==> config.mk <==
export PLATFORM = sky130hd
export DESIGN_NAME = ackermann_sched
export DESIGN_NICKNAME = d
export VERILOG_FILES = /design/src/rtl/ackermann_sched.sv
export SDC_FILE = /design/constraint.sdc
export NUM_CORES = 1
export LEC_CHECK = 0
export CAP_MARGIN = 20
export CORE_UTILIZATION = 41
export DETAILED_ROUTE_END_ITERATION = 6
export DONT_BUFFER_PORTS = 1
export PLACE_DENSITY_LB_ADDON = 0.2
export SKIP_LAST_GASP = 1
export SLEW_MARGIN = 20
export SYNTH_ARGS = -nofsm -noshare
export SYNTH_HDL_FRONTEND = slang
export SYNTH_SLANG_ARGS = --single-unit
==> constraint.sdc <==
create_clock -name clk -period 1.9 [get_ports clk]
set_clock_uncertainty 0.2 [all_clocks]
set_input_delay 0.38 -clock clk [delete_from_list [all_inputs] [get_ports clk]]
set_output_delay 0.38 -clock clk [all_outputs]
set_load 0.01 [all_outputs]
==> src/rtl/ackermann_sched.sv <==
// ============================================================================
//  Module   : ackermann_sched
//  Function : Two-requester round-robin job scheduler for an Ackermann engine.
//             Optional watchdog compiled in with `define ACK_SCHED_TIMEOUT_EN.
//  Revision : 1.0  initial release
// ============================================================================
`default_nettype none

module ackermann_sched #(
  parameter int MSIZE          = 3,
  parameter int NSIZE          = 4,
  parameter int TIMEOUT_CYCLES = 65535
) (
  input  logic             clk,
  input  logic             reset,
  input  logic             req0_valid,
  input  logic [MSIZE-1:0] req0_m,
  input  logic [NSIZE-1:0] req0_n,
  output logic             req0_ready,
  input  logic             req1_valid,
  input  logic [MSIZE-1:0] req1_m,
  input  logic [NSIZE-1:0] req1_n,
  output logic             req1_ready,
  output logic             eng_start,
  output logic [MSIZE-1:0] eng_m,
  output logic [NSIZE-1:0] eng_n,
  input  logic             eng_done,
  input  logic [15:0]      eng_result,
  output logic             eng_abort,
  output logic             rsp_valid,
  output logic             rsp_id,
  output logic [15:0]      rsp_data,
  output logic             rsp_err,
  input  logic             rsp_ready,
  output logic             busy,
  output logic [7:0]       job_count
);

  localparam logic [1:0] S_IDLE   = 2'd0;
  localparam logic [1:0] S_LAUNCH = 2'd1;
  localparam logic [1:0] S_WAIT   = 2'd2;
  localparam logic [1:0] S_RESP   = 2'd3;

  logic [1:0]       r_state;
  logic [MSIZE-1:0] r_m;
  logic [NSIZE-1:0] r_n;
  logic             r_id;
  logic             r_last;
  logic [15:0]      r_rsp_data;
  logic [7:0]       r_job_count;

  logic w_idle;
  logic w_grant_id;
  logic w_accept;
  logic w_expire;

  assign w_idle = (r_state == S_IDLE);

  // Tie goes to the requester not served last; otherwise whoever is asking.
  assign w_grant_id = (req0_valid && req1_valid) ? ~r_last : ~req0_valid;
  assign w_accept   = w_idle && (req0_valid || req1_valid);

  assign req0_ready = w_idle && req0_valid && !w_grant_id;
  assign req1_ready = w_idle && req1_valid &&  w_grant_id;

`ifdef ACK_SCHED_TIMEOUT_EN
  localparam int WDOG_W = $clog2(TIMEOUT_CYCLES + 1);

  logic [WDOG_W-1:0] r_wdog;
  logic              r_rsp_err;

  // Expiry fires in the TIMEOUT_CYCLES-th WAIT cycle; a done in that cycle wins.
  assign w_expire = (r_state == S_WAIT) && !eng_done &&
                    (r_wdog == WDOG_W'(TIMEOUT_CYCLES - 1));

  always_ff @(posedge clk or posedge reset) begin
    if (reset) begin
      r_wdog    <= '0;
      r_rsp_err <= 1'b0;
    end else begin
      if (r_state == S_LAUNCH) begin
        r_wdog <= '0;
      end else if ((r_state == S_WAIT) && !eng_done) begin
        r_wdog <= r_wdog + 1'b1;
      end
      if (r_state == S_WAIT) begin
        if (eng_done) begin
          r_rsp_err <= 1'b0;
        end else if (w_expire) begin
          r_rsp_err <= 1'b1;
        end
      end
    end
  end

  assign eng_abort = w_expire;
  assign rsp_err   = r_rsp_err;
`else
  assign w_expire  = 1'b0;
  assign eng_abort = 1'b0;
  assign rsp_err   = 1'b0;
`endif

  always_ff @(posedge clk or posedge reset) begin
    if (reset) begin
      r_state     <= S_IDLE;
      r_m         <= '0;
      r_n         <= '0;
      r_id        <= 1'b0;
      r_last      <= 1'b1;
      r_rsp_data  <= 16'h0000;
      r_job_count <= 8'd0;
    end else begin
      case (r_state)
        S_IDLE: begin
          if (w_accept) begin
            r_m     <= w_grant_id ? req1_m : req0_m;
            r_n     <= w_grant_id ? req1_n : req0_n;
            r_id    <= w_grant_id;
            r_state <= S_LAUNCH;
          end
        end
        S_LAUNCH: begin
          r_state <= S_WAIT;
        end
        S_WAIT: begin
          if (eng_done) begin
            r_rsp_data <= eng_result;
            r_state    <= S_RESP;
          end else if (w_expire) begin
            r_rsp_data <= 16'hFFFF;
            r_state    <= S_RESP;
          end
        end
        S_RESP: begin
          if (rsp_ready) begin
            r_job_count <= r_job_count + 8'd1;
            r_last      <= r_id;
            r_state     <= S_IDLE;
          end
        end
        default: begin
          r_state <= S_IDLE;
        end
      endcase
    end
  end

  assign eng_start = (r_state == S_LAUNCH);
  assign eng_m     = r_m;
  assign eng_n     = r_n;
  assign rsp_valid = (r_state == S_RESP);
  assign rsp_id    = r_id;
  assign rsp_data  = r_rsp_data;
  assign busy      = !w_idle;
  assign job_count = r_job_count;

endmodule

`default_nettype wire

# After elaboration in Yosys (flattened, before gate mapping)
# Index checks and enable logic that the tools add are counted.
# classes
mul	0
bitwise_logic	2
n_shift	0
eq_ne	6
div_mod_pow	0
addsub	1
n_mux	7
magnitude_cmp	0
n_reduce_logical	14
# ops
cell	n
$add 8x1->8 const B	1
$pmux 2 s4	1
$logic_and 1x1->1	6
$mux 2	3
$reduce_and 2->1	3
$eq 2x2->1 const B	2
$mux 4	1
$ne 2x1->1 const B	2
$mux 3	1
$reduce_and 3->1	1
$eq 2x1->1 const B	1
$logic_not 1->1	2
$logic_not 2->1	1
$ne 2x2->1 const B	1
$not 1->1	2
$logic_or 1x1->1	1
$mux 1	1
# totals
rom_bits	0
regBits	35
latchBits	0
ramBits	0
wordCells	37
inputBits	36
memories	0
output_inout_bits	39

# Depth between registers and ports, before layout
# Gate-level depths: netlist of run 1.
# depth
word_depth	4
depth_mapped	5

# Worst setup path after synthesis of run 1
# Ideal clock, no wire load.
# synth_timing
kind	register -> output
start	register r_state[0]
end	output port req1_ready
t_arrival_ps	1133
required_time_ps	1320
stages_incl_launch_ff	5
path_buffers	0
setup_slack_ps	187
cell_sequence	dfrtp_1 > inv_1 > ha_1 > o21ai_1 > a21oi_1
# synth_via
elab_chain_cells	3
# synth_lines
item	line	source
start, declared	44	logic [1:0] r_state;
start signal, assigned	106	r_state <= S_IDLE;
start signal, assigned	120	r_state <= S_LAUNCH;
start signal, assigned	124	r_state <= S_WAIT;
$logic_not 2->1	57	assign w_idle = (r_state == S_IDLE);
$logic_and 1x1->1 (2 in a row)	64	assign req1_ready = w_idle && req1_valid && w_grant_id;
end, declared	23	output logic req1_ready,
# Every way passes these cells.

# Worst setup path after layout of run 1
# layout_timing
start	register r_state[0]
end	register r_state[1]
# layout_via
elab_chain_cells	4
# layout_lines
item	line	source
$logic_not 2->1	57, 114	
$logic_and 1x1->1	61	assign w_accept = w_idle && (req0_valid || req1_valid);
$ne 2x1->1 (no line)	-	
$reduce_and 3->1 (no line)	-	
# Several ways; a longest one is shown, not always the timed one.
# A chain may end at the register's enable or synchronous reset.

==> reports/results.env, run 1 <==
DIE_Y_UM=63.9
DETAILEDROUTE.FIRSTPASSITERATIONCOUNT=3
DETAILED_PLACE_HPWL_MM=2.34
POST-SYNTH-TOP-COUNT-CELL='sky130_fd_sc_hd__dfrtp_1'
IR_DROP_V=0.000649
FINAL-SETUP-VIOL-COUNT=0
ANT_NETS=0
GRT.TOTAL_USAGE_PCT=17.2
ANTENNA_CELLS=0
PORT-BUFFER-COUNT=0
REGISTER_BIT_COUNT_REPORTED_BY_YOSYS=35
ROUTE.DETAILED.VIAS_PER_INST=5.52
GRT_START_MAX_NET_PINS=20
WL_PER_CELL_UM=16.1
FIN_UTIL_PCT=50.4
END_KIND='flip-flop'
CRIT_TYPE='reg2reg'
SYN-INSTANCE-COUNT=131
CP_DATA_REQUIRED_TIME_NS=1.87
FINALHOLDWORSTSLACK_NS=0.0387
SYN_AREA_UM2=1570
SYNTH.TOP_CELL.AREA_SHARE_PCT=54.2
GRT_PASS1_WL_MM=5.20
RSZ0062_AT_GRT='true'
INSERTION_DELAY_NS=0.29
FLOORPLAN.INITIALDENSITY_PCT=42.9
FINAL-HOLD-VIOLATION-COUNT=0
CTS_INSERTED_BUFFERS=5
FIRST_GLOBAL_VIAS=1102
NETLIST.TOP_CELL.BY_AREA='sky130_fd_sc_hd__dfrtp_1'
POST-ROUTE-PERIOD-UTIL_PCT=95.8
CTS_TREE='done'
DOMINANTREGCELLSYNTH='sky130_fd_sc_hd__dfrtp_1'
NNETSFINAL=186
SYNTH.CELLS.MOST_FREQUENT='sky130_fd_sc_hd__dfrtp_1, sky130_fd_sc_hd__mux2_2, sky130_fd_sc_hd__nor2_1'
WORSTSETUPSTARTPOINTTYPE='flip-flop'
CTS_HTREE_LEVELS=2
DIEAREA_UM2=4080
CTS_MAX_PATH_BUFFERS=2
POST_SYNTH.CELL_AREA_AVG_UM2=12.0
SYNTH_CELL_TYPE_COUNT=29
DRV_SLEW=0
SYNTHESIS.YOSYS.WARNINGS=0
IO_PINS=75
VIAS_AFTER_DETAILED_ROUTING=1065
DRV.MAX_CAP_VIOLATION_COUNT=0
FINAL_LAYOUT_SIZE_SUFFIX_GT1_SHARE_PCT=31.0
ROW_COUNT=22
HOLD_START='eng_result[3]'
TIMING.RR.START='r_state[0]$_DFFE_PP0P_'
DRTITER0DRC=33
CRITICAL_PATH.STARTPOINT='r_state[0]$_DFFE_PP0P_'
ASYNC_SET_OR_RESET_FLOP_FRACTION_IN_THE_SYNTHESIZED_NETLIST_PCT=100
CTS.SINKS=35
CORE_FOOTPRINT_UM2=3660
SYNTH-SEQ-AREA-SHARE_PCT=55.9
POST-ROUTE-DRC-COUNT=0
GLOBALROUTE.TOTALOVERFLOW=0
TIMING_LIMITED_MAXIMUM_FREQUENCY_MHz=549
POWER_DENSITY_nW_PER_UM2=1780
LEAKAGEPOWER_nW=0.803
RUN_STATUS='completed'
AREA_GROWTH_SYN_TO_LAYOUT_PCT=17.5
ANTENNA_FOUND_INITIAL=0
FLOORPLAN.DIE.WIDTH_UM=63.9
POSTROUTEWIRELENGTH_MM=3.11
FINAL.MIN_CLOCK_PERIOD_NS=1.82
NETLIST_TOP_CELLS_AREA='sky130_fd_sc_hd__dfrtp_1, sky130_fd_sc_hd__mux2_2, sky130_fd_sc_hd__ha_1'
HOLD_CLASS='in2reg'
CLK_PIN_SLEW_NS=0.07
WORSTPATHARRIVAL_NS=1.80
ROOT_BUFFER='sky130_fd_sc_hd__clkbuf_8'
WORSTPATHMAXFANOUT=3
ROUTABILITYCONGESTION=0.719
POST_SYNTH_EDFFS=0
[sequential cells by signal, indices dropped and copies added, names as in the netlist]
register	count
r_last	1
r_state	2
rsp_id	1
eng_m	3
rsp_data	16
job_count	8
eng_n	4
[per-stage QoR]
step           cell area [um2]  power [mW]  cells  setup TNS (ns)  worst slack (ns)
4_1_cts                   1810        3.25    190         -0.0425           -0.0425
5_1_grt                   1850        3.51    193        -0.00140          -0.00140
6_report                  1850        3.28    193               0            0.0799
3_5_place_dp              1640        2.42    180               0             0.105
2_1_floorplan             1570        2.18    132               0             0.187
3_3_place_gp              1640        2.35    180               0             0.207
[layout make-up]
class	instances	area, um2
flip-flops and latches	35	877
clock buffers	5	68.8
repair buffers	10	80.1
multi-input cells	86	669
inverters	6	22.5
well taps	48	60.1
fillers	321	1820
clock inverters	3	67.6
[cells by family after synthesis]
group	synth area share, %
adders and majority gates	4.78
other	0.239
buffers and inverters	3.66
DFF	55.9
muxes	13.6
and+or+nand+nor	7.49
AOI/OAI and AO/OA	10.4
xor gates and xnor gates	3.90
[report_power, final]
part | switching (mW) | total, mW | internal [mW]
logic | 0.456 | 0.968 | 0.512
clock network | 0.273 | 0.796 | 0.523
registers | 0.418 | 1.52 | 1.10
total | 1.15 | 3.28 | 2.13
[routing by layer]
metal | vias up | track usage, % | part of all wire [%]
met5 | - | 0 | 0
li1 | 476 | - | -
met4 | 0 | 8.52 | 2.0
met3 | 7 | 6.96 | 9.6
met2 | 59 | 29.4 | 50
met1 | 523 | 18.1 | 39
[layout by cell type (no fill, tap or decap), types with 2 or more instances in the layout]
cell type | Yosys | routed
sky130_fd_sc_hd__a21oi_1 | 8 | 7
sky130_fd_sc_hd__a31oi_1 | 8 | 8
sky130_fd_sc_hd__buf_4 | 2 | 8
sky130_fd_sc_hd__bufinv_16 | 0 | 2
sky130_fd_sc_hd__clkbuf_8 | 0 | 5
sky130_fd_sc_hd__conb_1 | 1 | 2
sky130_fd_sc_hd__dfrtp_1 | 34 | 34
sky130_fd_sc_hd__dlygate4sd3_1 | 0 | 2
sky130_fd_sc_hd__ha_1 | 6 | 5
sky130_fd_sc_hd__inv_1 | 6 | 4
sky130_fd_sc_hd__inv_2 | 0 | 2
sky130_fd_sc_hd__mux2_2 | 19 | 19
sky130_fd_sc_hd__nand2_1 | 5 | 5
sky130_fd_sc_hd__nor2_1 | 10 | 10
sky130_fd_sc_hd__o21ai_0 | 7 | 7
sky130_fd_sc_hd__xnor2_1 | 5 | 5
sky130_fd_sc_hd__xor2_1 | 2 | 2
[repair_timing]
action | in CTS | in global routing
hold buffers | 2 | 0
buffers inserted | 0 | 3
setup endpoints to repair | 2 | 2
gates cloned | 0 | 0
hold endpoints to repair | 35 | 0
pin swaps | 1 | 0
resized for setup | 4 | 4
[final timing paths]
path / end / slack, ns / depth (start not counted)
max reg2reg: r_state[1]$_DFFE_PP0P_ / 0.08 / 5
min in group asynchronous: rsp_data[10]$_DFFE_PP0P_ / 0.37 / 3
min: rsp_data[3]$_DFFE_PP0P_ / 0.04 / 1
max in group asynchronous: r_last$_DFFE_PP1P_ / 0.84 / 3
min reg2reg: job_count[7]$_DFFE_PP0P_ / 0.35 / 1
max: r_state[1]$_DFFE_PP0P_ / 0.08 / 5
[critical path, stage by stage (launching register included)]
cell and delay, ns:
sky130_fd_sc_hd__dfrtp_1 0.41, sky130_fd_sc_hd__buf_4 0.15, sky130_fd_sc_hd__ha_1 0.20, sky130_fd_sc_hd__nor2b_1 0.15, sky130_fd_sc_hd__a221oi_2 0.23, sky130_fd_sc_hd__mux2_2 0.37
Power figures use the tool's default switching activity.
==> run 2, diff against run 1 <==
--- a/config.mk
+++ b/config.mk
@@ -6,7 +6,10 @@
 export NUM_CORES = 1
 export LEC_CHECK = 0
 export CAP_MARGIN = 20
+export CELL_PAD_IN_SITES_DETAIL_PLACEMENT = 0
+export CELL_PAD_IN_SITES_GLOBAL_PLACEMENT = 1
 export CORE_UTILIZATION = 41
+export CTS_BUF_LIST = sky130_fd_sc_hd__clkbuf_8
 export DETAILED_ROUTE_END_ITERATION = 6
 export DONT_BUFFER_PORTS = 1
 export PLACE_DENSITY_LB_ADDON = 0.2
==> run 2 against run 1 <==
Maximum frequency up 0.28%. Utilization fell by 1.8 points. Non-clock buffer count fell by 2. Sequential cell count stayed put. Design area down 3.6%. Clock-buffer cell count unchanged. Global-route usage is 1.5 points lower. Critical path type is now reg2out. Critical endpoint is now req0_ready.
==> reports/results.env, run 2 (same netlist as run 1, synthesis figures left out) <==
GRT_START_MAX_NET_PINS=36  # +80%
SLEW-LIMIT-HEADROOM_PCT=59.4
RUN_STATUS='completed'
LARGEST_REG_FLOPS=16  # unchanged
IO_PINS=75  # unchanged
CTS.SINKS=35  # unchanged
GLOBAL_ROUTE.PEAK_USAGE_LAYER='met2'
RSZ0062_AT_GRT='false'
CTS_HTREE_LEVELS=2  # unchanged
END_KIND='output port'
CP_DATA_REQUIRED_TIME_NS=1.32  # -0.55 ns
DIE_Y_UM=63.9  # unchanged
ROOT_BUFFER='sky130_fd_sc_hd__clkbuf_8'
GRT.MET1_USAGE_PCT=17.0  # -1.1 points
FLOORPLAN.DIE.WIDTH_UM=63.9  # unchanged
GRT.TOTAL_USAGE_PCT=15.7  # -1.5 points
POST-ROUTE-PERIOD-UTIL_PCT=95.5  # -0.27 points
POST-ROUTE-DRC-COUNT=0  # unchanged
ANT_NETS=0  # unchanged
FINAL_COMMON_CELL='sky130_fd_sc_hd__dfrtp_1'
GLOBALROUTE.TOTALOVERFLOW=0  # unchanged
MET3_CAPACITY_USAGE_DURING_GLOBAL_ROUTING_PCT=5.36  # -1.6 points
LEAKAGEPOWER_nW=0.777  # -3.2%
POWER_DENSITY_nW_PER_UM2=1670  # -6.0%
ANTENNA_CELLS=0  # unchanged
HOLD_CLASS='in2reg'
DETAILEDROUTE.FIRSTPASSITERATIONCOUNT=4  # +1
IR_DROP_V=0.000761  # +17%
VIAS_AFTER_DETAILED_ROUTING=1047  # -1.7%
CTS_MAX_PATH_BUFFERS=2  # unchanged
ROUTABILITYCONGESTION=0.693  # -3.6%
ANTENNA_FOUND_INITIAL=0  # unchanged
FLOORPLAN.INITIALDENSITY_PCT=42.9  # unchanged
LAYOUT.FILLER_CELLS=358  # +12%
FINAL-SETUP-VIOL-COUNT=0  # unchanged
ROW_COUNT=22  # unchanged
DRV_SLEW=0  # unchanged
WL_PER_CELL_UM=15.9  # -1.1%
FINALHOLDWORSTSLACK_NS=0.0411  # +0.00247 ns
MOSTFREQUENTLAYOUTCELLS='sky130_fd_sc_hd__dfrtp_1, sky130_fd_sc_hd__mux2_2, sky130_fd_sc_hd__nor2_1, sky130_fd_sc_hd__a31oi_1'
DIEAREA_UM2=4080  # unchanged
WORSTPATHARRIVAL_NS=1.23  # -0.57 ns
DRTITER0DRC=26  # -21%
FINAL-HOLD-VIOLATION-COUNT=0  # unchanged
FIRST_GLOBAL_VIAS=1113  # +1.0%
CRIT_TYPE='reg2out'
DRV.MAX_CAP_VIOLATION_COUNT=0  # unchanged
WORSTSETUPSTARTPOINTTYPE='flip-flop'
NNETSFINAL=184  # -1.1%
CORE_FOOTPRINT_UM2=3660  # unchanged
CTS_TREE='done'
INSERTION_DELAY_NS=0.28  # about the same
PORT-BUFFER-COUNT=0  # unchanged
POSTROUTEWIRELENGTH_MM=3.04  # -2.1%
WORSTPATHMAXFANOUT=3  # unchanged
ROUTE.DETAILED.VIAS_PER_INST=5.48  # -0.66%
TIGHTESTPINTRANSITION_NS=0.608
GRT_PASS1_WL_MM=4.89  # -6.0%
FINAL_LAYOUT_SIZE_SUFFIX_GT1_SHARE_PCT=30.8  # -0.27 points
MET2_DEMAND_TO_CAPACITY_SHARE_IN_GLOBAL_ROUTING_PCT=27.4  # -2.0 points
CTS_INSERTED_BUFFERS=5  # unchanged
CLK_PIN_SLEW_NS=0.07  # about the same
FINAL.MIN_CLOCK_PERIOD_NS=1.81  # -0.00514 ns
TIMING_LIMITED_MAXIMUM_FREQUENCY_MHz=551  # +0.28%
FIN_UTIL_PCT=48.6  # -1.8 points
SETUP-TNS-FINAL_NS=0  # unchanged
AREA_GROWTH_SYN_TO_LAYOUT_PCT=13.3
DETAILED_PLACE_HPWL_MM=2.20  # -5.8%
-- run 2: changes by cell type in the layout (fill, tap and decap cells not counted), sizes merged --
| cell | delta |
|---|---|
| clkinv | +3 |
| clkinvlp | -1 |
| bufinv | -2 |
| buf | -2 |
-- run 2: worst max-delay path, stage by stage, from the launching register on --
cell	delay, ns
sky130_fd_sc_hd__dfrtp_1	0.40
sky130_fd_sc_hd__inv_2	0.11
sky130_fd_sc_hd__ha_1	0.17
sky130_fd_sc_hd__inv_2	0.07
sky130_fd_sc_hd__nor3_4	0.22
-- run 2: area by class of cell --
type	instances	area, um2	share of cell area [%]
Sequential cell	35	877	49.3
Multi-Input combinational cell	86	671	37.7
Clock buffer	5	68.8	3.87
Timing Repair Buffer	8	65.1	3.66
Tap cell	48	60.1	3.38
Inverter	6	22.5	1.27
Clock inverter	3	15.0	0.844
-- run 2: routing by layer --
metal  share of wire, %  wire [um]
met3                8.2        251
met2                 51       1550
met4                1.2         37
met1                 39       1200
met5                  0          0
-- run 2: final timing paths --
path | startpoint | endpoint | slack, ns | depth (start not counted)
min in group asynchronous | reset | job_count[5]$_DFFE_PP0P_ | 0.44 | 3
worst min-delay path | req1_m[2] | eng_m[2]$_DFFE_PP0P_ | 0.04 | 2
max in group asynchronous | reset | r_last$_DFFE_PP1P_ | 0.73 | 3
worst max-delay path | r_state[1]$_DFFE_PP0P_ | req0_ready | 0.09 | 4
worst max register to register | r_state[0]$_DFFE_PP0P_ | r_state[1]$_DFFE_PP0P_ | 0.10 | 5
worst min register to register | job_count[7]$_DFFE_PP0P_ | job_count[7]$_DFFE_PP0P_ | 0.35 | 1
-- run 2: repair_timing --
item / 4_1_cts / 5_1_grt
hold buffers: 2 / 0
setup buffers: 1 / 1
setup endpoints to repair: 2 / 2
pin swaps: 1 / 1
hold endpoints to repair: 35 / 0
resized for setup: 6 / 3
-- run 2: metrics by stage --
step                cells  instance area [um2]  total power, mW  setup slack, ns
floorplan             132                 1570             2.18            0.187
global placement      179                 1630             2.35            0.197
detailed placement    179                 1630             2.40            0.108
CTS                   190                 1760             2.98           0.0103
global route          191                 1780             3.19          0.00380
finish                191                 1780             2.97           0.0851
-- run 2: power by group --
group	switching, mW	total (mW)	internal (mW)
logic	0.472	0.978	0.506
registers	0.394	1.49	1.10
clock network	0.251	0.501	0.250
==> run 3, diff against run 2 <==
--- a/config.mk
+++ b/config.mk
@@ -10,6 +10,7 @@
 export CELL_PAD_IN_SITES_GLOBAL_PLACEMENT = 1
 export CORE_UTILIZATION = 41
 export CTS_BUF_LIST = sky130_fd_sc_hd__clkbuf_8
+export CTS_CLUSTER_SIZE = 8
 export DETAILED_ROUTE_END_ITERATION = 6
 export DONT_BUFFER_PORTS = 1
 export PLACE_DENSITY_LB_ADDON = 0.2
==> results of run 3 <==
No change in the layout: final DEF, timing and power equal those of run 2.
